## src/rtl/seg_hex_display_pkg.sv

```systemverilog
// Shared constants for the two-digit hex scanner: segment bit positions,
// digit-select values and the nibble-to-segment table.
package seg_hex_display_pkg;

    // Bit positions inside the 8-bit segment bus {a,b,c,d,e,f,g,dp}.
    localparam int unsigned SEG_A  = 7;
    localparam int unsigned SEG_G  = 1;
    localparam int unsigned SEG_DP = 0;

    localparam logic DIG_LO = 1'b0;
    localparam logic DIG_HI = 1'b1;

    // Active-high {a..g} pattern for each hex nibble, entry 0 first.
    localparam logic [6:0] HEX_SEG [16] = '{
        7'b1111110, 7'b0110000, 7'b1101101, 7'b1111001,
        7'b0110011, 7'b1011011, 7'b1011111, 7'b1110000,
        7'b1111111, 7'b1111011, 7'b1110111, 7'b0011111,
        7'b1001110, 7'b0111101, 7'b1001111, 7'b1000111
    };

    function automatic logic [6:0] hex_lookup(input logic [3:0] nibble);
        return HEX_SEG[nibble];
    endfunction

endpackage

```

## src/rtl/seg_hex_display_hex7seg.sv

```systemverilog
// Combinational nibble decoder; produces active-high {a..g}.
module hex7seg
    import seg_hex_display_pkg::*;
(
    input  logic [3:0] nibble_i,
    output logic [6:0] seg_o
);

    always_comb begin
        seg_o = hex_lookup(nibble_i);
    end

endmodule

```

## src/rtl/seg_hex_display.sv

```systemverilog
// Two-digit multiplexed hex display with a one-deep pending buffer that is
// only committed to the displayed byte at frame end.
module seg_hex_display
    import seg_hex_display_pkg::*;
#(
    parameter int unsigned SCAN_DIV   = 50000,
    parameter bit          ACTIVE_LOW = 1'b1,
    parameter bit          BLANK_LZ   = 1'b0
) (
    input  logic       clk,
    input  logic       rst,
    input  logic       in_valid,
    input  logic [7:0] in_data,
    output logic       in_ready,
    output logic [7:0] seg,
    output logic [1:0] an,
    output logic [7:0] shown
);

    localparam int unsigned   CW       = (SCAN_DIV > 2) ? $clog2(SCAN_DIV) : 1;
    localparam logic [CW-1:0] CNT_LAST = CW'(SCAN_DIV - 1);

    // Reset display: digit 0 showing '0' with dp off.
    localparam logic [7:0] SEG_AH_RST = {HEX_SEG[0], 1'b0};
    localparam logic [1:0] AN_AH_RST  = 2'b01;
    localparam logic [7:0] SEG_RST    = ACTIVE_LOW ? ~SEG_AH_RST : SEG_AH_RST;
    localparam logic [1:0] AN_RST     = ACTIVE_LOW ? ~AN_AH_RST : AN_AH_RST;

    logic [CW-1:0] cnt_q, cnt_d;
    logic          digit_q, digit_d;
    logic          pend_full_q, pend_full_d;
    logic [7:0]    pend_data_q, pend_data_d;
    logic [7:0]    shown_q, shown_d;
    logic [7:0]    seg_q, seg_d;
    logic [1:0]    an_q, an_d;

    logic          scan_tick;
    logic          frame_end;
    logic          accept;
    logic [3:0]    nibble;
    logic [6:0]    dec_seg;
    logic [7:0]    seg_ah;
    logic [1:0]    an_ah;

    hex7seg u_hex7seg (
        .nibble_i (nibble),
        .seg_o    (dec_seg)
    );

    always_comb begin
        scan_tick = (cnt_q == CNT_LAST);
        frame_end = scan_tick && (digit_q == DIG_HI);
        accept    = in_valid && !pend_full_q;

        cnt_d     = scan_tick ? '0 : cnt_q + CW'(1);
        digit_d   = digit_q ^ scan_tick;

        pend_full_d = pend_full_q;
        pend_data_d = pend_data_q;
        shown_d     = shown_q;
        // accept requires an empty buffer, so it never collides with a commit
        if (frame_end && pend_full_q) begin
            shown_d     = pend_data_q;
            pend_full_d = 1'b0;
        end
        if (accept) begin
            pend_data_d = in_data;
            pend_full_d = 1'b1;
        end
    end

    always_comb begin
        nibble = (digit_q == DIG_HI) ? shown_q[7:4] : shown_q[3:0];

        seg_ah                = '0;
        seg_ah[SEG_A:SEG_G]   = dec_seg;
        seg_ah[SEG_DP]        = (digit_q == DIG_LO) && pend_full_q;
        if (BLANK_LZ && (digit_q == DIG_HI) && (shown_q[7:4] == 4'h0)) begin
            seg_ah = '0;
        end
        an_ah = (digit_q == DIG_HI) ? 2'b10 : 2'b01;

        seg_d = ACTIVE_LOW ? ~seg_ah : seg_ah;
        an_d  = ACTIVE_LOW ? ~an_ah  : an_ah;
    end

    always_ff @(posedge clk or posedge rst) begin
        if (rst) begin
            cnt_q       <= '0;
            digit_q     <= DIG_LO;
            pend_full_q <= 1'b0;
            pend_data_q <= '0;
            shown_q     <= '0;
            seg_q       <= SEG_RST;
            an_q        <= AN_RST;
        end else begin
            cnt_q       <= cnt_d;
            digit_q     <= digit_d;
            pend_full_q <= pend_full_d;
            pend_data_q <= pend_data_d;
            shown_q     <= shown_d;
            seg_q       <= seg_d;
            an_q        <= an_d;
        end
    end

    assign in_ready = !pend_full_q;
    assign shown    = shown_q;
    assign seg      = seg_q;
    assign an       = an_q;

endmodule

```

## config.mk

```make
export PLATFORM = sky130hd
export DESIGN_NAME = seg_hex_display
export DESIGN_NICKNAME = d
export VERILOG_FILES = /design/src/rtl/seg_hex_display_pkg.sv /design/src/rtl/seg_hex_display_hex7seg.sv /design/src/rtl/seg_hex_display.sv
export SDC_FILE = /design/constraint.sdc
export NUM_CORES = 1
export LEC_CHECK = 0
export BUFFER_PORTS_ARGS = -buffer_cell sky130_fd_sc_hd__buf_2
export CAP_MARGIN = 30
export CORE_AREA = 5 5 67 69
export DETAILED_ROUTE_END_ITERATION = 10
export DIE_AREA = 0 0 72 74
export GPL_ROUTABILITY_DRIVEN = 0
export GPL_TIMING_DRIVEN = 0
export PLACE_DENSITY = 0.87
export SLEW_MARGIN = 20
export SYNTH_ARGS = -nofsm -noshare
export SYNTH_HDL_FRONTEND = slang
export SYNTH_SLANG_ARGS = --single-unit
```

## constraint.sdc

```tcl
create_clock -name clk -period 4.96 [get_ports clk]
set_clock_uncertainty 0.05 [all_clocks]
set_input_delay 0.248 -clock clk [delete_from_list [all_inputs] [get_ports clk]]
set_output_delay 0.248 -clock clk [all_outputs]
set_load 0.02 [all_outputs]
```

==> results of run 1 <==
[flip-flops by register name, indices dropped and copies added, names as in the netlist]
| signal | flops |
|---|---|
| cnt_q | 16 |
| shown | 8 |
| seg | 8 |
| pend_full_q | 1 |
| digit_q | 1 |
| pend_data_q | 8 |
| an | 2 |
[cell usage after synthesis]
master / instances / area, µm²
nor2_1: 12 / 45.0
mux2i_2: 1 / 13.8
nand4_2: 1 / 12.5
o2bb2ai_1: 1 / 8.76
buf_2: 2 / 10.0
nor4_1: 2 / 12.5
a32o_1: 2 / 20.0
mux2i_1: 3 / 30.0
nand3_4: 1 / 17.5
nor3_1: 5 / 25.0
xnor2_1: 8 / 70.1
dfrtp_1: 41 / 1030
xor2_1: 6 / 52.6
nand3_1: 4 / 20.0
nor4_4: 2 / 42.5
mux2_2: 18 / 203
nor2_2: 2 / 12.5
a22oi_1: 1 / 7.51
a31oi_1: 1 / 6.26
ha_1: 8 / 100
nand3_2: 1 / 10.0
dfstp_2: 3 / 78.8
o21ai_0: 2 / 10.0
nor2b_1: 2 / 12.5
a21oi_1: 1 / 5.00
nor4b_1: 1 / 8.76
inv_1: 9 / 33.8
a22o_1: 1 / 8.76
a21boi_0: 1 / 7.51
and4_1: 1 / 8.76
nand2_1: 13 / 48.8
and3_1: 1 / 6.26
nand4_1: 1 / 6.26
buf_6: 1 / 11.3
o31ai_1: 1 / 7.51
o21bai_1: 1 / 7.51
nand4_4: 1 / 21.3
[layout make-up]
type | instances | area share
Clock buffer | 5 | 0.0292
Buffer | 3 | 0.00904
Clock inverter | 3 | 0.00797
Timing Repair Buffer | 31 | 0.0744
Multi-Input combinational cell | 106 | 0.369
Tap cell | 50 | 0.0266
Sequential cell | 44 | 0.469
Inverter | 9 | 0.0144
[routing by layer]
| layer | vias to the layer above | global-route usage | routed length (µm) |
|---|---|---|---|
| met5 | - | 0 | 0 |
| met4 | 0 | 0.0772 | 91 |
| met3 | 12 | 0.0541 | 199 |
| met2 | 43 | 0.291 | 1940 |
| met1 | 678 | 0.201 | 1620 |
| li1 | 634 | - | - |
[cell families (layout without fill, tap and decap cells)]
kind of cell	Yosys count	after routing	synth area share
AND/OR/NAND/NOR	50	50	0.153
flip-flops	44	44	0.545
multiplexers	22	22	0.122
XOR/XNOR	14	14	0.0605
AO/OA/AOI/OAI	12	12	0.0438
buffers and inverters	12	51	0.0271
adder cells (fa/ha/maj)	8	8	0.0494
[through the flow]
step           hold WS [ns]  power (W)  area, µm²
6_report              0.118   0.000602       2350
2_1_floorplan         0.350   0.000378       2030
3_3_place_gp          0.365   0.000384       2240
5_1_grt               0.110   0.000630       2350
3_5_place_dp          0.227   0.000387       2260
4_1_cts               0.114   0.000609       2350
[power by group]
part	total, W	internal, W	leakage (nW)	switching [W]
Clock	0.000222	0.0000981	0.0479	0.000123
Sequential	0.000363	0.000362	0.576	0.00000169
Combinational	0.0000165	0.00000741	0.594	0.00000908
[cells in the final DEF (no fill, tap or decap), types with 5 or more instances in the layout]
master | netlist | routed
xnor2_1 | 8 | 8
inv_1 | 9 | 8
dfrtp_1 | 41 | 41
nand2_1 | 13 | 13
xor2_1 | 6 | 6
ha_1 | 8 | 8
nor3_1 | 5 | 5
mux2_2 | 18 | 18
buf_2 | 2 | 31
nor2_1 | 12 | 12
clkbuf_8 | 0 | 5
[what timing repair did]
| item | 4_1_cts | 5_1_grt |
|---|---|---|
| setup buffers | 0 | 0 |
| hold endpoints to repair | 16 | 0 |
| hold buffers | 1 | 0 |
[how the worst min path moves through the flow]
stage / startpoint / end / slack, ns / cells past startpoint
floorplan: in_data[0] / pend_data_q[0] / 0.35 / 1
global placement: digit_q / an[0] / 0.36 / 0
detailed placement: rst / an[0] / 0.23 / 2
CTS: in_data[1] / pend_data_q[1] / 0.11 / 2
global route: in_data[1] / pend_data_q[1] / 0.11 / 2
finish: in_data[1] / pend_data_q[1] / 0.12 / 2
[critical path: cells and delay by family, from the launching register on]
kind | cells | cell delay [ns]
flip-flops | 1 | 0.44
multiplexers | 1 | 0.36
adder cells (fa/ha/maj) | 2 | 0.48
buffers and inverters | 1 | 0.24
AND/OR/NAND/NOR | 3 | 0.66
==> impl_metrics.json, run 1 <==
{
  "fin_cells": 251,
  "ir_drop_mv": 0.144,
  "antenna_found_initial": 0,
  "critPathSlowestCell": "dfrtp_1",
  "rr_startpoint": "cnt_q[0]",
  "cts_resized": 0,
  "fin_tns_setup_ns": 0,
  "cts_buffer_depth": 2,
  "fillers": 330,
  "path_cells": "ha_1, and3_1, and4_1, buf_2, ha_1, nand2_1, mux2_2",
  "dpl_worst_slack_ns": 2.61,
  "setup_viol": 0,
  "die_w_um": 72,
  "layout-drive-gt1-share": 0.358,
  "clk_pin_slew_worst_paths_ns": 0.08,
  "clock_latency_ns": 0.30,
  "start_util": 0.526,
  "synth_area_um2": 2030,
  "power.leakage_nw": 1.22,
  "final_util": 0.610,
  "ys_seq_area_frac": 0.545,
  "htree_levels": 2,
  "period_share": 0.474,
  "status": "finished clean",
  "fin_ws_ns": 2.61,
  "cts_tree": "done",
  "diodes": 0,
  "rows": 23,
  "crit_required_ns": 5.10,
  "syn_nets": 181,
  "port_buffers": 29,
  "avgSynthCellArea_um2": 12.5,
  "vias": 1367,
  "worstSetupEndpoint": "shown[0]",
  "drt_iter0_markers": 125,
  "start_kind": "flip-flop",
  "end_kind": "flip-flop",
  "crit_type": "flip-flop to flip-flop",
  "dp.cells": 242,
  "grt_pass1_wl_mm": 6.85,
  "clock_sinks": 44,
  "final.min_clock_period_ns": 2.35,
  "multi_input_area_um2": 868,
  "ys_types": 37,
  "drt-pass1-iter-count": 4,
  "num_io_pins": 30,
  "r2r_setup_slack_ns": 2.61,
  "worstPathMaxFanout": 10,
  "synth-warning-count": 0,
  "dpl.hpwl_mm": 2.84,
  "ant_nets": 0,
  "wl_per_cell_um": 15.3,
  "synthToLayoutAreaGrowth_pct": 16.0,
  "rsz0062_at_grt": "no",
  "hold_violations": 0,
  "grt_max_degree": 26,
  "die_area_um2": 5330,
  "crit_path_max_incr_delay_ns": 0.44,
  "wl_mm": 3.85,
  "drv_slew": 0,
  "core_area_um2": 3860,
  "r2r_end": "shown[0]",
  "relSlewSlack": 0.620,
  "track_usage": 0.172,
  "ys_ff_latch": 44,
  "rr_worst_depth": 7,
  "power.density_nw_per_um2": 256,
  "numCtsBuffers": 5,
  "die_h_um": 74,
  "tightest_slew_ns": 0.554,
  "synthCells": 162,
  "fmax_ghz": 0.426,
  "drt-vias-per-instance": 5.45,
  "final_nets": 219,
  "grt_overflow": 0,
  "maxCapViolCount": 0,
  "cpMostUsedCell": "ha_1",
  "crit_start": "cnt_q[0]",
  "drc": 0,
  "hold_path.class": "input pin to flip-flop",
  "grt_pass1_vias": 1424,
  "regArea_um2": 1100,
  "cts_root_buffer": "clkbuf_8",
  "arrival_ns": 2.49
}
Power figures use the tool's default switching activity.
==> run 2: changes to the inputs <==
--- a/config.mk
+++ b/config.mk
@@ -5,14 +5,15 @@
 export SDC_FILE = /design/constraint.sdc
 export NUM_CORES = 1
 export LEC_CHECK = 0
+export ABC_AREA = 1
 export BUFFER_PORTS_ARGS = -buffer_cell sky130_fd_sc_hd__buf_2
 export CAP_MARGIN = 30
-export CORE_AREA = 5 5 67 69
+export CORE_AREA = 5 5 72 74
 export DETAILED_ROUTE_END_ITERATION = 10
-export DIE_AREA = 0 0 72 74
+export DIE_AREA = 0 0 77 79
 export GPL_ROUTABILITY_DRIVEN = 0
 export GPL_TIMING_DRIVEN = 0
-export PLACE_DENSITY = 0.87
+export PLACE_DENSITY = 0.84
 export SLEW_MARGIN = 20
 export SYNTH_ARGS = -nofsm -noshare
 export SYNTH_HDL_FRONTEND = slang
==> constraint.sdc (replaced) <==
create_clock -name clk -period 2.1 [get_ports clk]
set_clock_uncertainty 0.05 [all_clocks]
set_input_delay 0.105 -clock clk [delete_from_list [all_inputs] [get_ports clk]]
set_output_delay 0.105 -clock clk [all_outputs]
set_load 0.02 [all_outputs]
==> impl_metrics.json, run 2 <==
{
  "status": "finished clean",
  "synth-async-reset-ratio": 1.00,
  "hold_start": "in_valid",
  "multi_input_area_um2": 941,
  "clock_latency_ns": 0.30,
  "final_cell_mix": "nand2_1 (51), dfrtp_1 (41), inv_1 (31)",
  "cts_buffer_depth": 2,
  "die_h_um": 79,
  "whs_endpoint": "pend_full_q",
  "ir_drop_mv": 0.408,
  "synthToLayoutAreaGrowth_pct": 21.9,
  "core_area_um2": 4540,
  "ys_seq_area_frac": 0.509,
  "whs_ns": 0.131,
  "avgSynthCellArea_um2": 9.04,
  "drc": 0,
  "setup_viol": 0,
  "ys_top_cells_by_area": "dfrtp_1 (47%), nand2_1 (9.0%), mux2_2 (6.2%)",
  "syn_nets": 259,
  "fin_cells": 342,
  "synth_xor_area_frac": 0.0323,
  "hold_path.class": "input pin to flip-flop",
  "worstPathMaxFanout": 10,
  "yosys-top-cells-count": "nand2_1 (52), dfrtp_1 (41), inv_1 (32), nor2_1 (32), mux2_2 (12)",
  "die_w_um": 77,
  "grt_pass1_vias": 1565,
  "synth_mux_area_frac": 0.0623,
  "ant_nets": 0,
  "p_clk_frac": 0.423,
  "synth_area_leader_cell": "dfrtp_1",
  "die_area_um2": 6080,
  "numCtsBuffers": 5,
  "synth_edf_count": 0,
  "synthCells": 240,
  "crit_type": "flip-flop to flip-flop",
  "antenna_found_initial": 0,
  "track_usage": 0.144,
  "r2r_setup_slack_ns": 0.09,
  "rr_startpoint": "cnt_q[0]",
  "ys_ff_latch": 44,
  "final_common_cell": "nand2_1",
  "rows": 25,
  "hold_violations": 0,
  "power.density_nw_per_um2": 582,
  "drt-vias-per-instance": 4.78,
  "crit_required_ns": 2.24,
  "hold_path_depth": 3,
  "fin_tns_setup_ns": 0,
  "place_area_um2": 2400,
  "regArea_um2": 1100,
  "final.min_clock_period_ns": 2.01,
  "dp.cells": 324,
  "r2r_end": "shown[4]",
  "largest_reg_flops": 16,
  "num_io_pins": 30,
  "tightest_slew_ns": 0.280,
  "final_nets": 306,
  "yosysMostFrequentCell": "nand2_1",
  "synth_area_um2": 2170,
  "power.leakage_nw": 1.46,
  "synth_top_family_by_area": "simple AND/OR/NAND/NOR gates",
  "fmax_ghz": 0.498,
  "wl_mm": 4.00,
  "synth_ff_type": "dfrtp_1",
  "switching_power_w": 0.000314,
  "synth_compound_area_frac": 0.0652,
  "final_util": 0.583,
  "layout-drive-gt1-share": 0.278,
  "yosys.area_share.simple": 0.215,
  "maxCapViolCount": 0,
  "rr_worst_depth": 9,
  "cts_tree": "done",
  "synthAdderAreaFrac": 0.0461,
  "pwr-share-comb": 0.027,
  "drv_slew": 0,
  "synth-warning-count": 0,
  "stdcell_area_um2": 2650,
  "drt-pass1-iter-count": 4,
  "htree_levels": 2,
  "wl_per_cell_um": 11.7,
  "swShare": 0.204,
  "fillers": 366,
  "cts_root_buffer": "clkbuf_8",
  "period_share": 0.956,
  "dpl.hpwl_mm": 2.88,
  "grt_overflow": 0,
  "synth_top_cell_area_share": 0.473,
  "diodes": 0,
  "relSlewSlack": 0.813,
  "start_kind": "flip-flop",
  "clk_pin_slew_worst_paths_ns": 0.09,
  "ys_types": 29,
  "rsz0062_at_grt": "no",
  "vias": 1636,
  "arrival_ns": 2.14,
  "drt_iter0_markers": 117,
  "regMostFlops": "cnt_q",
  "port_buffers": 29,
  "clock_sinks": 44,
  "p_seq_frac": 0.550,
  "start_util": 0.478,
  "internal_power_w": 0.00123,
  "grt_pass1_wl_mm": 7.09,
  "end_kind": "flip-flop",
  "grt_max_degree": 38
}
==> run 2: cell count changes in the layout (fill, tap and decap cells not counted), sizes merged, moves of 6 or more <==
cell,previous run,this run
mux2,18,12
o21ai,2,12
nand2,13,57
inv,9,35
nor2,14,37
a21oi,1,8
xnor2,8,1
dlygate4sd3,1,9
==> run 2: final cells by class <==
cell class	count	area share
clock inverter	3	0.0175
sequential	44	0.418
buffer	3	0.00993
inverter	34	0.0482
clock buffer	5	0.0260
timing repair buffer	40	0.0993
tap	54	0.0255
multi-input combinational	159	0.356
==> run 2: routing by layer <==
metal,vias to the layer above,GRT usage,wire [µm]
li1,841,-,-
met1,757,0.179,1790
met2,33,0.246,1990
met3,5,0.0408,165
met4,0,0.0412,54
met5,-,0,0
==> run 2: kinds of logic after synthesis <==
| logic type | after synthesis |
|---|---|
| and+or+nand+nor | 109 |
| DFF | 44 |
| buffers and inverters | 37 |
| AOI/OAI and AO/OA | 22 |
| muxes | 12 |
| xor gates and xnor gates | 8 |
| adders and majority gates | 8 |
==> run 2: worst max-delay path by stage <==
stage | from | endpoint
after CTS | cnt_q[0] | shown[4]
after global placement | cnt_q[0] | shown[4]
final | cnt_q[0] | shown[4]
after detailed placement | cnt_q[0] | shown[4]
after global routing | cnt_q[1] | shown[4]
after floorplan | cnt_q[0] | shown[4]
==> run 2: timing repair <==
item                                    4_1_cts  5_1_grt
pin swaps                                     0        0
hold endpoints to repair                     49        0
endpoints found under the setup margin        2        3
resized for setup                             4        3
buffers inserted                              0        1
hold buffers                                  9        0
==> run 2: critical path, stage by stage (launching register included) <==
cell	delay, ns
dfrtp_1	0.43
ha_4	0.19
nand3_4	0.11
nor2_2	0.06
nand2_2	0.13
inv_2	0.08
ha_1	0.19
nand2_1	0.13
buf_4	0.19
mux2_2	0.35
==> run 2: power by group through the flow <==
stage / sequential (W) / combinational [W] / clock (W)
5_1_grt: 0.000847 / 0.0000490 / 0.000714
3_5_place_dp: 0.000863 / 0.0000310 / 0
3_3_place_gp: 0.000863 / 0.0000254 / 0
6_report: 0.000847 / 0.0000418 / 0.000652
2_1_floorplan: 0.000863 / 0.0000125 / 0
4_1_cts: 0.000847 / 0.0000436 / 0.000674
==> run 2: per-stage QoR <==
step,total power [W],worst slack (ns)
final,0.00154,0.0931
after global routing,0.00161,0.000943
after CTS,0.00156,0.0561
after detailed placement,0.000894,-0.148
after global placement,0.000889,-0.104
after floorplan,0.000876,0.100
==> run 3: changes to the inputs <==
--- a/config.mk
+++ b/config.mk
@@ -8,9 +8,9 @@
 export ABC_AREA = 1
 export BUFFER_PORTS_ARGS = -buffer_cell sky130_fd_sc_hd__buf_2
 export CAP_MARGIN = 30
-export CORE_AREA = 5 5 72 74
+export CORE_AREA = 2 2 69 71
 export DETAILED_ROUTE_END_ITERATION = 10
-export DIE_AREA = 0 0 77 79
+export DIE_AREA = 0 0 71 73
 export GPL_ROUTABILITY_DRIVEN = 0
 export GPL_TIMING_DRIVEN = 0
 export PLACE_DENSITY = 0.84
==> impl_metrics.json, run 3 (synthesis results as in run 2) <==
{
  "p_clk_frac": 0.454,
  "clock_sinks": 44,
  "start_kind": "flip-flop",
  "hold_violations": 0,
  "die_area_um2": 5180,
  "dpl_worst_slack_ns": -0.125,
  "diodes": 0,
  "maxCapViolCount": 0,
  "p_seq_frac": 0.520,
  "setup_viol": 0,
  "worstPathMaxFanout": 10,
  "cp.depth": 9,
  "swShare": 0.179,
  "arrival_ns": 2.14,
  "wl_per_cell_um": 11.5,
  "power.leakage_nw": 1.48,
  "drt_iter0_markers": 73,
  "final_cell_mix": "nand2_1 (51), dfrtp_1 (41), inv_1 (31), nor2_1 (31), buf_2 (29)",
  "grt_max_degree": 38,
  "drv_slew": 0,
  "vias": 1639,
  "wl_mm": 3.94,
  "numCtsBuffers": 5,
  "drt-vias-per-instance": 4.78,
  "clock_latency_ns": 0.30,
  "switching_power_w": 0.000292,
  "hold_path_depth": 3,
  "hold_path.class": "input pin to flip-flop",
  "critPathSlowestCell": "dfrtp_1",
  "fin_ws_ns": 0.103,
  "cts_root_buffer": "clkbuf_8",
  "port_buffers": 29,
  "cts_buffer_depth": 2,
  "antenna_found_initial": 0,
  "ir_drop_mv": 0.385,
  "final_nets": 308,
  "stdcell_area_um2": 2670,
  "power.density_nw_per_um2": 609,
  "rows": 25,
  "synthToLayoutAreaGrowth_pct": 23.1,
  "tightest_slew_ns": 0.264,
  "crit_path_max_incr_delay_ns": 0.44,
  "track_usage": 0.163,
  "pwr-share-comb": 0.026,
  "fillers": 377,
  "final.min_clock_period_ns": 2.00,
  "die_w_um": 71,
  "dpl.hpwl_mm": 2.92,
  "status": "finished clean",
  "crit_buf_inv": 2,
  "end_kind": "flip-flop",
  "crit_type": "flip-flop to flip-flop",
  "ant_nets": 0,
  "crit_required_ns": 2.24,
  "start_util": 0.478,
  "clk_pin_slew_worst_paths_ns": 0.08,
  "rr_worst_depth": 9,
  "grt_overflow": 0,
  "relSlewSlack": 0.823,
  "cts_tree": "done",
  "path_cells": "ha_4, nand3_4, nor2_1, nand2_2, inv_2, ha_1, nand2_1, buf_4, mux2_2",
  "fmax_ghz": 0.501,
  "place_area_um2": 2400,
  "crit_family": "flip-flops",
  "regMostFlops": "cnt_q",
  "grt_pass1_wl_mm": 6.54,
  "layout-drive-gt1-share": 0.277,
  "grt_pass1_vias": 1538,
  "die_h_um": 73,
  "drt-pass1-iter-count": 4,
  "largest_reg_flops": 16,
  "htree_levels": 2,
  "core_area_um2": 4540,
  "internal_power_w": 0.00134,
  "final_common_cell": "nand2_1",
  "period_share": 0.951,
  "num_io_pins": 30,
  "drc": 0
}
## run 3: changes by cell type in the layout (fill, tap and decap cells not counted), sizes merged
cell | previous run | this run
buf | 34 | 36
bufinv | 1 | 2
clkinvlp | 1 | 0
inv | 35 | 34
## run 3: per-layer routing
| metal | GRT usage | wire (µm) | vias to the layer above |
|---|---|---|---|
| met3 | 0.0401 | 159 | 9 |
| met2 | 0.280 | 1900 | 42 |
| met1 | 0.190 | 1790 | 744 |
| met4 | 0.0839 | 101 | 0 |
| met5 | 0 | 0 | - |
| li1 | - | - | 844 |
## run 3: power by group through the flow
| stage | registers, W | clock network, W | logic, W |
|---|---|---|---|
| final | 0.000847 | 0.000739 | 0.0000418 |
| after CTS | 0.000847 | 0.000757 | 0.0000433 |
| after detailed placement | 0.000863 | 0 | 0.0000308 |
| after global routing | 0.000847 | 0.000794 | 0.0000473 |
| after floorplan | 0.000863 | 0 | 0.0000125 |
| after global placement | 0.000863 | 0 | 0.0000254 |
## run 3: timing repair
action,4_1_cts,5_1_grt
endpoints found under the setup margin,2,3
gates resized for setup,3,3
setup buffers,0,3
endpoints found under the hold margin,49,0
pin swaps,0,0
hold buffers,9,0
## run 3: through the flow
| stage | std cells | total power [W] | setup TNS, ns | hold slack (ns) | util |
|---|---|---|---|---|---|
| 2_1_floorplan | 240 | 0.000876 | 0 | 0.206 | - |
| 3_3_place_gp | 323 | 0.000889 | -0.201 | 0.288 | 0.525 |
| 3_5_place_dp | 324 | 0.000894 | -0.247 | -0.0210 | 0.530 |
| 4_1_cts | 340 | 0.00165 | 0 | 0.140 | 0.581 |
| 5_1_grt | 343 | 0.00169 | -0.0248 | 0.177 | 0.589 |
| 6_report | 343 | 0.00163 | 0 | 0.142 | 0.589 |
## run 3: path summary, 6_finish.rpt
path	startpoint	endpoint	slack [ns]
max	cnt_q[0]	shown[4]	0.10
min	in_valid	pend_full_q	0.14
max reg2reg	cnt_q[0]	shown[4]	0.10
min reg2reg	digit_q	an[0]	0.42
max in group asynchronous	rst	seg[1]	1.30
min in group asynchronous	rst	cnt_q[8]	0.20
## run 3: area by class of cell
class,instances,area (µm²),area share
well taps,54,67.6,0.0253
clock buffers,5,68.8,0.0258
multi-input cells,159,938,0.351
inverters,34,128,0.0478
repair buffers,42,278,0.104
clock inverters,2,60.1,0.0225
plain buffers,3,26.3,0.00984
flip-flops and latches,44,1100,0.414
## run 3: worst register-to-register path, stage by stage, from the launching register on
cell,delay (ns)
dfrtp_1,0.44
ha_4,0.21
nand3_4,0.11
nor2_1,0.07
nand2_2,0.13
inv_2,0.08
ha_1,0.19
nand2_1,0.11
buf_4,0.18
mux2_2,0.34
